`src/rtl/seg_pkg.sv`:
```
// Shared definitions for the seven-segment scan controller: digit count,
// FSM state encoding and the hex-to-segment pattern table.
package seg_pkg;

  localparam int N_DIGITS = 8;

  typedef enum logic [1:0] {
    IDLE,
    BLANK,
    SHOW
  } state_t;

  // Segment patterns {g,f,e,d,c,b,a}; element 0 is hex 0, element 15 is hex F.
  localparam logic [15:0][6:0] SEG_TABLE = {
    7'h71, 7'h79, 7'h5E, 7'h39, 7'h7C, 7'h77, 7'h6F, 7'h7F,
    7'h07, 7'h7D, 7'h6D, 7'h66, 7'h4F, 7'h5B, 7'h06, 7'h3F
  };

endpackage

```
`src/rtl/seg_hex_decoder.sv`:
```
// Combinational 4-bit hex code to active-high 7-segment pattern lookup.
module seg_hex_decoder
  import seg_pkg::*;
(
  input  logic [3:0] hex,
  output logic [6:0] seg
);

  assign seg = SEG_TABLE[hex];

endmodule

```
`src/rtl/seg_scan_ctrl.sv`:
```
// Multiplexed 8-digit seven-segment scanner with a blanking gap per slot and
// double-buffered frame loading that only commits on frame boundaries.
module seg_scan_ctrl
  import seg_pkg::*;
#(
  parameter int CLK_DIV = 1000,
  parameter int DEAD    = 4
) (
  input  logic                clk,
  input  logic                rst,
  input  logic                en,
  input  logic                load_valid,
  input  logic [31:0]         load_data,
  output logic                load_ready,
  input  logic [N_DIGITS-1:0] blank_mask,
  input  logic [N_DIGITS-1:0] dp_mask,
  output logic [N_DIGITS-1:0] COM,
  output logic [6:0]          seg,
  output logic                dp,
  output logic                frame_tick
);

  localparam int CW = $clog2(CLK_DIV);
  localparam logic [CW-1:0] DEAD_LAST = CW'(DEAD - 1);
  localparam logic [CW-1:0] SLOT_LAST = CW'(CLK_DIV - 1);
  localparam logic [N_DIGITS-1:0] ONE_HOT0 = N_DIGITS'(1);

  state_t        state_reg;
  logic [2:0]    idx_reg;
  logic [CW-1:0] cnt_reg;
  logic [31:0]   active_reg;
  logic [31:0]   pending_reg;
  logic          pending_full_reg;

  logic [3:0]    cur_hex;
  logic [6:0]    cur_seg;
  logic          frame_end;
  logic          commit;

  assign cur_hex = active_reg[{idx_reg, 2'b00} +: 4];

  seg_hex_decoder u_dec (
    .hex (cur_hex),
    .seg (cur_seg)
  );

  // Leaving slot 7 of SHOW is the only in-scan point where a new frame may land.
  assign frame_end = (state_reg == SHOW) && en && (cnt_reg == SLOT_LAST) && (idx_reg == 3'd7);
  assign commit    = (state_reg == IDLE) || frame_end;

  always_ff @(posedge clk or posedge rst) begin
    if (rst) begin
      state_reg        <= IDLE;
      idx_reg          <= 3'd0;
      cnt_reg          <= '0;
      active_reg       <= 32'd0;
      pending_reg      <= 32'd0;
      pending_full_reg <= 1'b0;
      load_ready       <= 1'b1;
      COM              <= '1;
      seg              <= 7'd0;
      dp               <= 1'b0;
      frame_tick       <= 1'b0;
    end else begin
      frame_tick <= frame_end;

      // load_ready mirrors !pending_full, so accept and commit are exclusive.
      if (commit && pending_full_reg) begin
        active_reg       <= pending_reg;
        pending_full_reg <= 1'b0;
        load_ready       <= 1'b1;
      end else if (load_valid && load_ready) begin
        pending_reg      <= load_data;
        pending_full_reg <= 1'b1;
        load_ready       <= 1'b0;
      end

      case (state_reg)
        IDLE: begin
          cnt_reg <= '0;
          idx_reg <= 3'd0;
          COM     <= '1;
          seg     <= 7'd0;
          dp      <= 1'b0;
          if (en) state_reg <= BLANK;
        end
        BLANK: begin
          if (!en) begin
            state_reg <= IDLE;
            cnt_reg   <= '0;
            idx_reg   <= 3'd0;
          end else if (cnt_reg == DEAD_LAST) begin
            state_reg <= SHOW;
            cnt_reg   <= cnt_reg + 1'b1;
            COM       <= ~(ONE_HOT0 << idx_reg);
            seg       <= blank_mask[idx_reg] ? 7'd0 : cur_seg;
            dp        <= blank_mask[idx_reg] ? 1'b0 : dp_mask[idx_reg];
          end else begin
            cnt_reg <= cnt_reg + 1'b1;
          end
          if (!en || cnt_reg != DEAD_LAST) begin
            COM <= '1;
            seg <= 7'd0;
            dp  <= 1'b0;
          end
        end
        SHOW: begin
          if (!en || cnt_reg == SLOT_LAST) begin
            state_reg <= en ? BLANK : IDLE;
            cnt_reg   <= '0;
            idx_reg   <= en ? idx_reg + 3'd1 : 3'd0;
            COM       <= '1;
            seg       <= 7'd0;
            dp        <= 1'b0;
          end else begin
            // Refresh every cycle so mask changes take effect mid-slot.
            cnt_reg <= cnt_reg + 1'b1;
            COM     <= ~(ONE_HOT0 << idx_reg);
            seg     <= blank_mask[idx_reg] ? 7'd0 : cur_seg;
            dp      <= blank_mask[idx_reg] ? 1'b0 : dp_mask[idx_reg];
          end
        end
        default: begin
          state_reg <= IDLE;
          cnt_reg   <= '0;
          idx_reg   <= 3'd0;
          COM       <= '1;
          seg       <= 7'd0;
          dp        <= 1'b0;
        end
      endcase
    end
  end

endmodule

```
`config.mk`:
```
export PLATFORM = sky130hd
export DESIGN_NAME = seg_scan_ctrl
export DESIGN_NICKNAME = d
export VERILOG_FILES = /design/src/rtl/seg_pkg.sv /design/src/rtl/seg_hex_decoder.sv /design/src/rtl/seg_scan_ctrl.sv
export SDC_FILE = /design/constraint.sdc
export NUM_CORES = 1
export LEC_CHECK = 0
export CORE_ASPECT_RATIO = 0.7
export CORE_MARGIN = 4
export CORE_UTILIZATION = 54
export DETAILED_ROUTE_END_ITERATION = 12
export HOLD_SLACK_MARGIN = 0.15
export PLACE_DENSITY = 0.8
export REMOVE_ABC_BUFFERS = 1
export SETUP_SLACK_MARGIN = 0.02
export SLEW_MARGIN = 25
export SYNTH_ARGS = -nofsm -noshare
export SYNTH_HDL_FRONTEND = slang
export SYNTH_SLANG_ARGS = --single-unit
```
`constraint.sdc`:
```
create_clock -name clk -period 4.3 [get_ports clk]
set_input_delay 0.86 -clock clk [delete_from_list [all_inputs] [get_ports clk]]
set_output_delay 0.86 -clock clk [all_outputs]
set_load 0.1 [all_outputs]
```
# Word-level counts from Yosys, hierarchy flattened
# Memories as Yosys holds them, arrays and structs flattened.
# Cells that the tools add are included.
# W data, S select, Z words.
[word_totals] reg_bits=98 romBits=112 elab_cells=86 memories=1
[memory_table] name="(name not given)" words=16 word_bits=7 read_ports=1 rd_clocked_by_memory_dff=0 wr=0 line="seg_hex_decoder.sv:9" text="assign seg = SEG_TABLE[hex];"
[classes] n_addsub=2 order_cmp=2 eq_ne=12 n_shift=2 n_mux=39 bitwise_logic=2 n_reduce_logical=15
[ops] op="$mux W7" count=6
[ops] op="$mux W8" count=4
[ops] op="$shiftx A32 B6 Y4" count=1
[ops] op="$mux W10" count=2
[ops] op="$pmux W10 S2" count=1
[ops] op="$pmux W8 S2" count=1
[ops] op="$pmux W7 S2" count=1
[ops] op="$mux W1" count=12
[ops] op="$add A10 B1 Y10 const B" count=1
[ops] op="$eq A10 B10 Y1 const B" count=1
[ops] op="$eq A10 B2 Y1 const B" count=1
[ops] op="$ne A10 B2 Y1 const B" count=1
[ops] op="$mux W3" count=3
[ops] op="$ne A3 B3 Y1 const B" count=3
[ops] op="$mux W2" count=4
[ops] op="$not A8 Y8" count=1
[ops] op="$shl A1 B3 Y8 const A" count=1
[ops] op="$bmux W1 S3" count=2
[ops] op="$pmux W2 S3" count=1
[ops] op="$pmux W3 S2" count=1
[ops] op="$reduce_and A2 Y1" count=3
[ops] op="$logic_and A1 B1 Y1" count=5
[ops] op="$lt A4 B5 Y1 const B" count=1
[ops] op="$lt A3 B4 Y1 const B" count=1
[ops] op="13 further kinds" count=16

# Longest topological paths before layout
# Gate-level depths: netlist of run 1.
[logic_depth] ltp_word=8 mapped_depth=9 ltp_nobuf=7

# Modules after synthesis
# Synthesis of run 1 repeated with hierarchy kept, for this count alone.
[unflattened] cells_unflattened=377 area_unflattened_um2=5019.8
[by_module_without_submodules] module="seg_scan_ctrl" n_inst=1 cells_each=344 area_each_um2=4729.5
[by_module_without_submodules] module="seg_hex_decoder" n_inst=1 cells_each=33 area_each_um2=290.3

# Worst setup path after synthesis of run 1
# No wires, ideal clock.
[synth_timing] kind="register -> register" start="register idx_reg[1]" end="register seg[0]" setup_time_ns=0.076 t_arrival_ns=2.568 required_time_ns=4.224 setup_slack_ns=1.656 path_stages_with_launch=10 path_buffers=2 period_less_slack_ns=2.644 cell_sequence="dfrtp_1 -> clkbuf_1 -> buf_2 -> mux4_2 -> mux2i_1 -> inv_1 -> ha_1 -> or3_1 -> o221a_2 -> nor2_1"
[synth_between] elab_chain_cells=8 word_cells_on_any_way=11 classes_between="shift (1); mux (9); memory (1)"
[synth_lines] item="start: declaration" line="seg_scan_ctrl.sv:29" text="logic [2:0] idx_reg;"
[synth_lines] item="start signal: assignment" line="seg_scan_ctrl.sv:111" text="idx_reg <= en ? idx_reg + 3'd1 : 3'd0;"
[synth_lines] item="$shiftx A32 B6 Y4" line="seg_scan_ctrl.sv:40" text="assign cur_hex = active_reg[{idx_reg, 2'b00} +: 4];"
[synth_lines] item="$mem_v2 Z16 W7"
[synth_lines] item="$mux W7 (not written as such)" line="seg_hex_decoder.sv:9"
[synth_lines] item="$mux W7 (*)" line="seg_scan_ctrl.sv:96, seg_scan_ctrl.sv:119"
[synth_lines] item="$mux W7" line="seg_scan_ctrl.sv:92" text="end else if (cnt_reg == DEAD_LAST) begin"
[synth_lines] item="$mux W7" line="seg_scan_ctrl.sv:88" text="if (!en) begin"
[synth_lines] item="$mux W7" line="seg_scan_ctrl.sv:101" text="if (!en || cnt_reg != DEAD_LAST) begin"
[synth_lines] item="$pmux W7 S2 (*)" line="seg_scan_ctrl.sv:78" text="case (state_reg)"
[synth_lines] item="end signal: assignment" line="seg_scan_ctrl.sv:96" text="seg <= blank_mask[idx_reg] ? 7'd0 : cur_seg;"
[synth_lines] item="end signal: assignment" line="seg_scan_ctrl.sv:119" text="seg <= blank_mask[idx_reg] ? 7'd0 : cur_seg;"
[synth_lines] item="end: declaration" line="seg_scan_ctrl.sv:18" text="output logic [6:0] seg,"
# Mark *: on every way between the ends. The rest lies on a longest branch, timed or not. The select of a mux whose other input is x is not followed.
# A chain may end at the register's enable or synchronous reset.

# Worst setup path in the final report of run 1
[layout_timing] start="register idx_reg[1]" end="register seg[6]"
# The elaborated chain is that of the path after synthesis.

==> results of run 1 <==
[per-stage QoR]
| stage | hold WS, ps | area [um^2] | std cells | utilization | power, mW |
|---|---|---|---|---|---|
| after global routing | 491 | 5820 | 546 | 0.686 | 3.92 |
| final | 494 | 5820 | 546 | 0.686 | 3.72 |
| after CTS | 485 | 5810 | 546 | 0.686 | 3.75 |
| after global placement | 466 | 5510 | 530 | 0.650 | 2.86 |
| after floorplan | 447 | 4630 | 337 | - | 2.59 |
| after detailed placement | 476 | 5510 | 530 | 0.650 | 2.93 |
[power by group]
| group | switching [mW] | internal [mW] | leakage, nW |
|---|---|---|---|
| registers | 0.195 | 1.29 | 1.23 |
| logic | 0.731 | 0.701 | 1.15 |
| clock network | 0.335 | 0.467 | 0.143 |
[cell type report]
class / instances / area (um^2)
flip-flops and latches: 98 / 2460
fillers: 629 / 2660
clock inverters: 4 / 51.3
well taps: 120 / 150
inverters: 18 / 70.1
clock buffers: 12 / 246
multi-input cells: 221 / 2110
repair buffers: 73 / 721
[synthesized netlist by cell type (2+ instances only)]
cell / number
o21ai_0: 17
mux2i_1: 2
buf_6: 4
nor2_1: 20
nand4_1: 2
a211oi_1: 2
mux2_2: 39
and3_1: 5
mux4_2: 12
dfrtp_1: 89
or3_1: 2
xor2_1: 3
a221o_1: 3
a21oi_1: 6
dfstp_2: 9
inv_1: 17
buf_2: 3
a311oi_1: 2
nand3_1: 11
clkbuf_1: 9
a221oi_1: 2
o211ai_1: 2
ha_1: 17
mux2_4: 29
xnor2_1: 6
nand2_1: 21
nor3_1: 2
[cell families after synthesis]
group / after synthesis / synth area share
fa+ha+maj: 17 / 0.0450
compound gates: 40 / 0.0561
flops: 98 / 0.521
simple gates: 72 / 0.0755
buf+inv: 34 / 0.0342
mux: 83 / 0.251
xor+xnor: 9 / 0.0167
[layer usage]
layer  up-vias  GRT usage
li1       1388          -
met2        90      0.303
met1      1501      0.264
met5         -          0
met3        15     0.0444
met4         0     0.0707
[worst max-delay path by stage]
stage / startpoint / to / slack, ps / depth (start not counted)
finish: idx_reg[1]$_DFFE_PP0P_ / seg[6]$_DFFE_PP0P_ / 1270 / 7
CTS: idx_reg[1]$_DFFE_PP0P_ / pending_reg[29]$_DFFE_PP0P_ / 1160 / 7
global route: idx_reg[1]$_DFFE_PP0P_ / seg[6]$_DFFE_PP0P_ / 910 / 7
floorplan: idx_reg[0]$_DFFE_PP0P_ / pending_reg[28]$_DFFE_PP0P_ / 210 / 7
detailed placement: en / pending_reg[29]$_DFFE_PP0P_ / 1020 / 6
global placement: en / pending_reg[28]$_DFFE_PP0P_ / 1120 / 6
==> flow_metrics.tcl, run 1 <==
set metrics [dict create \
    hold_viol 0 \
    crit_buf_inv 1 \
    first_iter_violations 163 \
    grt_max_degree 36 \
    grt_pass1_vias 3017 \
    post_route_cells_drive_above_1_share 0.272 \
    max_slew.worst_pin.slew_ps 984 \
    drt-met1-wl_mm 4.40 \
    finalSetupViolations 0 \
    yosys.area.top_type "dfrtp_1" \
    drv_slew 0 \
    critical_path_class "flop to flop" \
    wl_met2_mm 4.30 \
    place.gp.congestion 0.886 \
    skew_ps 6.46 \
    clock-root-buffer "clkbuf_16" \
    synth.area.top_cells "dfrtp_1 (47%), mux2_2 (9.3%), mux2_4 (9.2%)" \
    cts_tree "done" \
    synth_edf_count 0 \
    critPathArrivalTime_ps 3260 \
    finalSetupTns_ps 0 \
    holdPathEnd "cnt_reg[0]$_DFF_PP0_" \
    antenna_left 0 \
    met3_length_um 438 \
    final_common_cell "dfrtp_1" \
    die_h_um 86.3 \
    grt_overflow 0 \
    p_leak_nw 2.52 \
    boundaryPins 70 \
    relSlewSlack 0.342 \
    cts_resized 0 \
    final_cell_mix "dfrtp_1 (89), clkdlybuf4s50_1 (69), mux2_2 (39)" \
    cp.required_ps 4530 \
    drc_errors 0 \
    netlist_instances 353 \
    clk_pin_slew_ps 60 \
    synth_top_area_share 0.471 \
    dpl.hpwl_mm 6.58 \
    wl_per_cell_um 17.0 \
    synth-seq-cells 98 \
    status "completed" \
    path_cells "mux4_2, mux2i_1, inv_1, ha_1, nand2_1, o21ai_0, a221oi_1" \
    routed_wl_mm 9.29 \
    cts_buffer_depth 2 \
    worstSetupEndpointType "flop" \
    yosys_warnings 0 \
    slowest_stage "dfrtp_1" \
    via_per_inst 5.48 \
    num_rows 28 \
    cp_max_fo 16 \
    synth.distinct_cells 44 \
    dr.max_layer_used "met4" \
    h-tree-depth 3 \
    insertion_delay_ps 350 \
    worstSetupStartpointType "flop" \
    powerDensity_nw_per_um2 640 \
    worstHoldStart "cnt_reg[0]$_DFF_PP0_" \
    timing.final.ws_setup_ps 1270 \
    reg2reg_to "seg[6]$_DFFE_PP0P_" \
    async_flop_share 1.00 \
    peakVddDrop_mv 0.351 \
    fp.coreArea_um2 8480 \
    period_share 0.705 \
    final_nets 490 \
    dieArea_um2 10300 \
    die_x_um 120 \
    initial_core_util 0.557 \
    antenna_found_initial 0 \
    first_pass_iters 4 \
    yosysSeqAreaShare 0.521 \
    ctsHoldBuffers 0 \
    pre_cts_ws_ps 1020 \
    synthesis.area_um2 4730 \
    rsz0062_at_grt "no" \
    syn_area_per_cell_um2 13.4 \
    num_vias 2994 \
    cts_sinks 98 \
    grt_usage 0.192 \
    place.port_buffers 69 \
    ys.flop_type "dfrtp_1" \
    cap_violations 0 \
    crit_family "multiplexers" \
    hold_class "flop to flop" \
    critical_path.max_stage_delay_ps 880 \
    r2r_cells 7 \
    rr_startpoint "idx_reg[1]$_DFFE_PP0P_" \
    whs_path_depth 1 \
    finalCriticalPeriod_ps 3030 \
    max_freq_mhz 330 \
    r2r_setup_slack_ps 1270 \
    antennaDiodeCount 0 \
    postCtsSetupBuffers 0 \
    syn_to_final_growth_pct 23.1 \
    numCtsBuffers 9 \
    grt_pass1_wl_mm 15.3 \
]
Power figures use the tool's default switching activity.
==> inputs of run 2 (changes only) <==
--- a/config.mk
+++ b/config.mk
@@ -7,10 +7,10 @@
 export LEC_CHECK = 0
 export CORE_ASPECT_RATIO = 0.7
 export CORE_MARGIN = 4
-export CORE_UTILIZATION = 54
+export CORE_UTILIZATION = 49
 export DETAILED_ROUTE_END_ITERATION = 12
 export HOLD_SLACK_MARGIN = 0.15
-export PLACE_DENSITY = 0.8
+export PLACE_DENSITY = 0.76
 export REMOVE_ABC_BUFFERS = 1
 export SETUP_SLACK_MARGIN = 0.02
 export SLEW_MARGIN = 25
==> constraint.sdc (replaced) <==
create_clock -name clk -period 2.7 [get_ports clk]
set_input_delay 0.54 -clock clk [delete_from_list [all_inputs] [get_ports clk]]
set_output_delay 0.54 -clock clk [all_outputs]
set_load 0.1 [all_outputs]
==> flow_metrics.tcl, run 2 (synthesis gave the netlist of run 1 again) <==
set metrics [dict create \
    relSlewSlack 0.598 \
    via_per_inst 5.37 \
    clock-root-buffer "clkbuf_16" \
    ctsHoldBuffers 0 \
    slowest_stage "or3b_4" \
    rsz0062_at_grt "no" \
    r2r_setup_slack_ps 330 \
    boundaryPins 70 \
    cts_sinks 98 \
    finalSetupViolations 0 \
    numCtsBuffers 9 \
    reg2reg_to "pending_reg[26]$_DFFE_PP0P_" \
    path_depth 7 \
    final_cell_mix "dfrtp_1 (88), clkdlybuf4s50_1 (51), mux2_2 (39)" \
    rr_startpoint "cnt_reg[0]$_DFF_PP0_" \
    status "completed" \
    path_cells "ha_1, or3b_4, nor4_4, o21ai_4, and3_2, buf_4, mux2_4" \
    hold_viol 0 \
    worstSetupEndpointType "flop" \
    die_x_um 125 \
    skew_ps 5.83 \
    syn_to_final_growth_pct 22.9 \
    postCtsSetupBuffers 0 \
    cap_violations 0 \
    peakVddDrop_mv 0.512 \
    powerDensity_nw_per_um2 1000 \
    final_common_cell "dfrtp_1" \
    fin_util 0.630 \
    dieArea_um2 11300 \
    cp.required_ps 2920 \
    hold_class "flop to flop" \
    grt_pass1_vias 3097 \
    cts_buffer_depth 2 \
    period_share 0.880 \
    post_route_cells_drive_above_1_share 0.326 \
    dpl.hpwl_mm 6.89 \
    routed_wl_mm 9.25 \
    finalCriticalPeriod_ps 2370 \
    num_vias 2985 \
    drc_errors 0 \
    worstSetupStartpointType "flop" \
    critical_path.max_stage_delay_ps 450 \
    place.port_buffers 69 \
    insertion_delay_ps 340 \
    crit_buf_inv 1 \
    cp_max_fo 15 \
    fp.coreArea_um2 9220 \
    num_rows 29 \
    cts_tree "done" \
    critical_path_class "flop to flop" \
    critPathArrivalTime_ps 2600 \
    h-tree-depth 3 \
    grt_max_degree 42 \
    clk_pin_slew_ps 70 \
    antennaDiodeCount 0 \
    die_h_um 90.2 \
    final_nets 496 \
    initial_core_util 0.513 \
    place.gp.congestion 0.864 \
    whs_path_depth 1 \
    grt_pass1_wl_mm 16.0 \
    first_iter_violations 123 \
    drv_slew 0 \
    antenna_left 0 \
    p_leak_nw 2.57 \
    timing.final.ws_setup_ps 325 \
    pre_cts_ws_ps 249 \
    wl_per_cell_um 16.6 \
    worstHoldStart "cnt_reg[0]$_DFF_PP0_" \
    antenna_found_initial 0 \
    first_pass_iters 4 \
    max_slew.worst_pin.slew_ps 586 \
    holdPathEnd "cnt_reg[0]$_DFF_PP0_" \
    grt_overflow 0 \
    max_freq_mhz 421 \
    grt_usage 0.176 \
    crit_family "simple AND/OR/NAND/NOR gates" \
    r2r_cells 7 \
]
run 2: cell types whose count changed in the layout (fill, tap and decap cells not counted), sizes merged:
cell / change
clkinv: +2
clkdlybuf4s50: -18
clkbuf: -1
bufinv: -1
buf: +24
run 2: final cells by class:
cell class	count	area, um^2
Inverter	18	70.1
Clock buffer	11	233
Timing Repair Buffer	79	746
Fill cell	722	3410
Multi-Input combinational cell	221	2110
Tap cell	124	155
Clock inverter	5	31.3
Sequential cell	98	2460
run 2: repair_timing:
action,in CTS,in global routing
resized for setup,0,1
endpoints found under the hold margin,0,0
endpoints found under the setup margin,0,1
run 2: report_power, final:
| group | total [mW] | switching (mW) | internal (mW) | leakage, nW |
|---|---|---|---|---|
| combinational | 2.29 | 1.16 | 1.13 | 1.21 |
| sequential | 2.38 | 0.321 | 2.06 | 1.23 |
| clock | 1.15 | 0.526 | 0.622 | 0.129 |
run 2: stage by stage:
step                      total power, mW  hold WS (ps)  setup TNS (ps)  instances  cell area (um^2)
final                                5.82           500               0        556              5810
after CTS                            5.87           500               0        556              5810
after floorplan                      4.13           447          -77870        337              4630
after global routing                 6.19           525               0        556              5810
after detailed placement             4.70           491               0        540              5540
after global placement               4.61           476               0        540              5540
run 2: worst max path at each step:
stage / start / to / slack, ps
finish: cnt_reg[0]$_DFF_PP0_ / pending_reg[26]$_DFFE_PP0P_ / 330
global route: idx_reg[1]$_DFFE_PP0P_ / seg[2]$_DFFE_PP0P_ / 180
CTS: idx_reg[1]$_DFFE_PP0P_ / pending_reg[26]$_DFFE_PP0P_ / 240
detailed placement: idx_reg[1]$_DFFE_PP0P_ / pending_reg[26]$_DFFE_PP0P_ / 250
global placement: en / pending_reg[24]$_DFFE_PP0P_ / 350
floorplan: idx_reg[0]$_DFFE_PP0P_ / pending_reg[28]$_DFFE_PP0P_ / -1390
run 2: metal layers:
metal | vias to the layer above | part of all wire | global-route usage
met2 | 88 | 0.44 | 0.259
met5 | - | 0 | 0
met4 | 0 | 0.0025 | 0.0334
met1 | 1477 | 0.50 | 0.253
li1 | 1416 | - | -
met3 | 4 | 0.063 | 0.0634
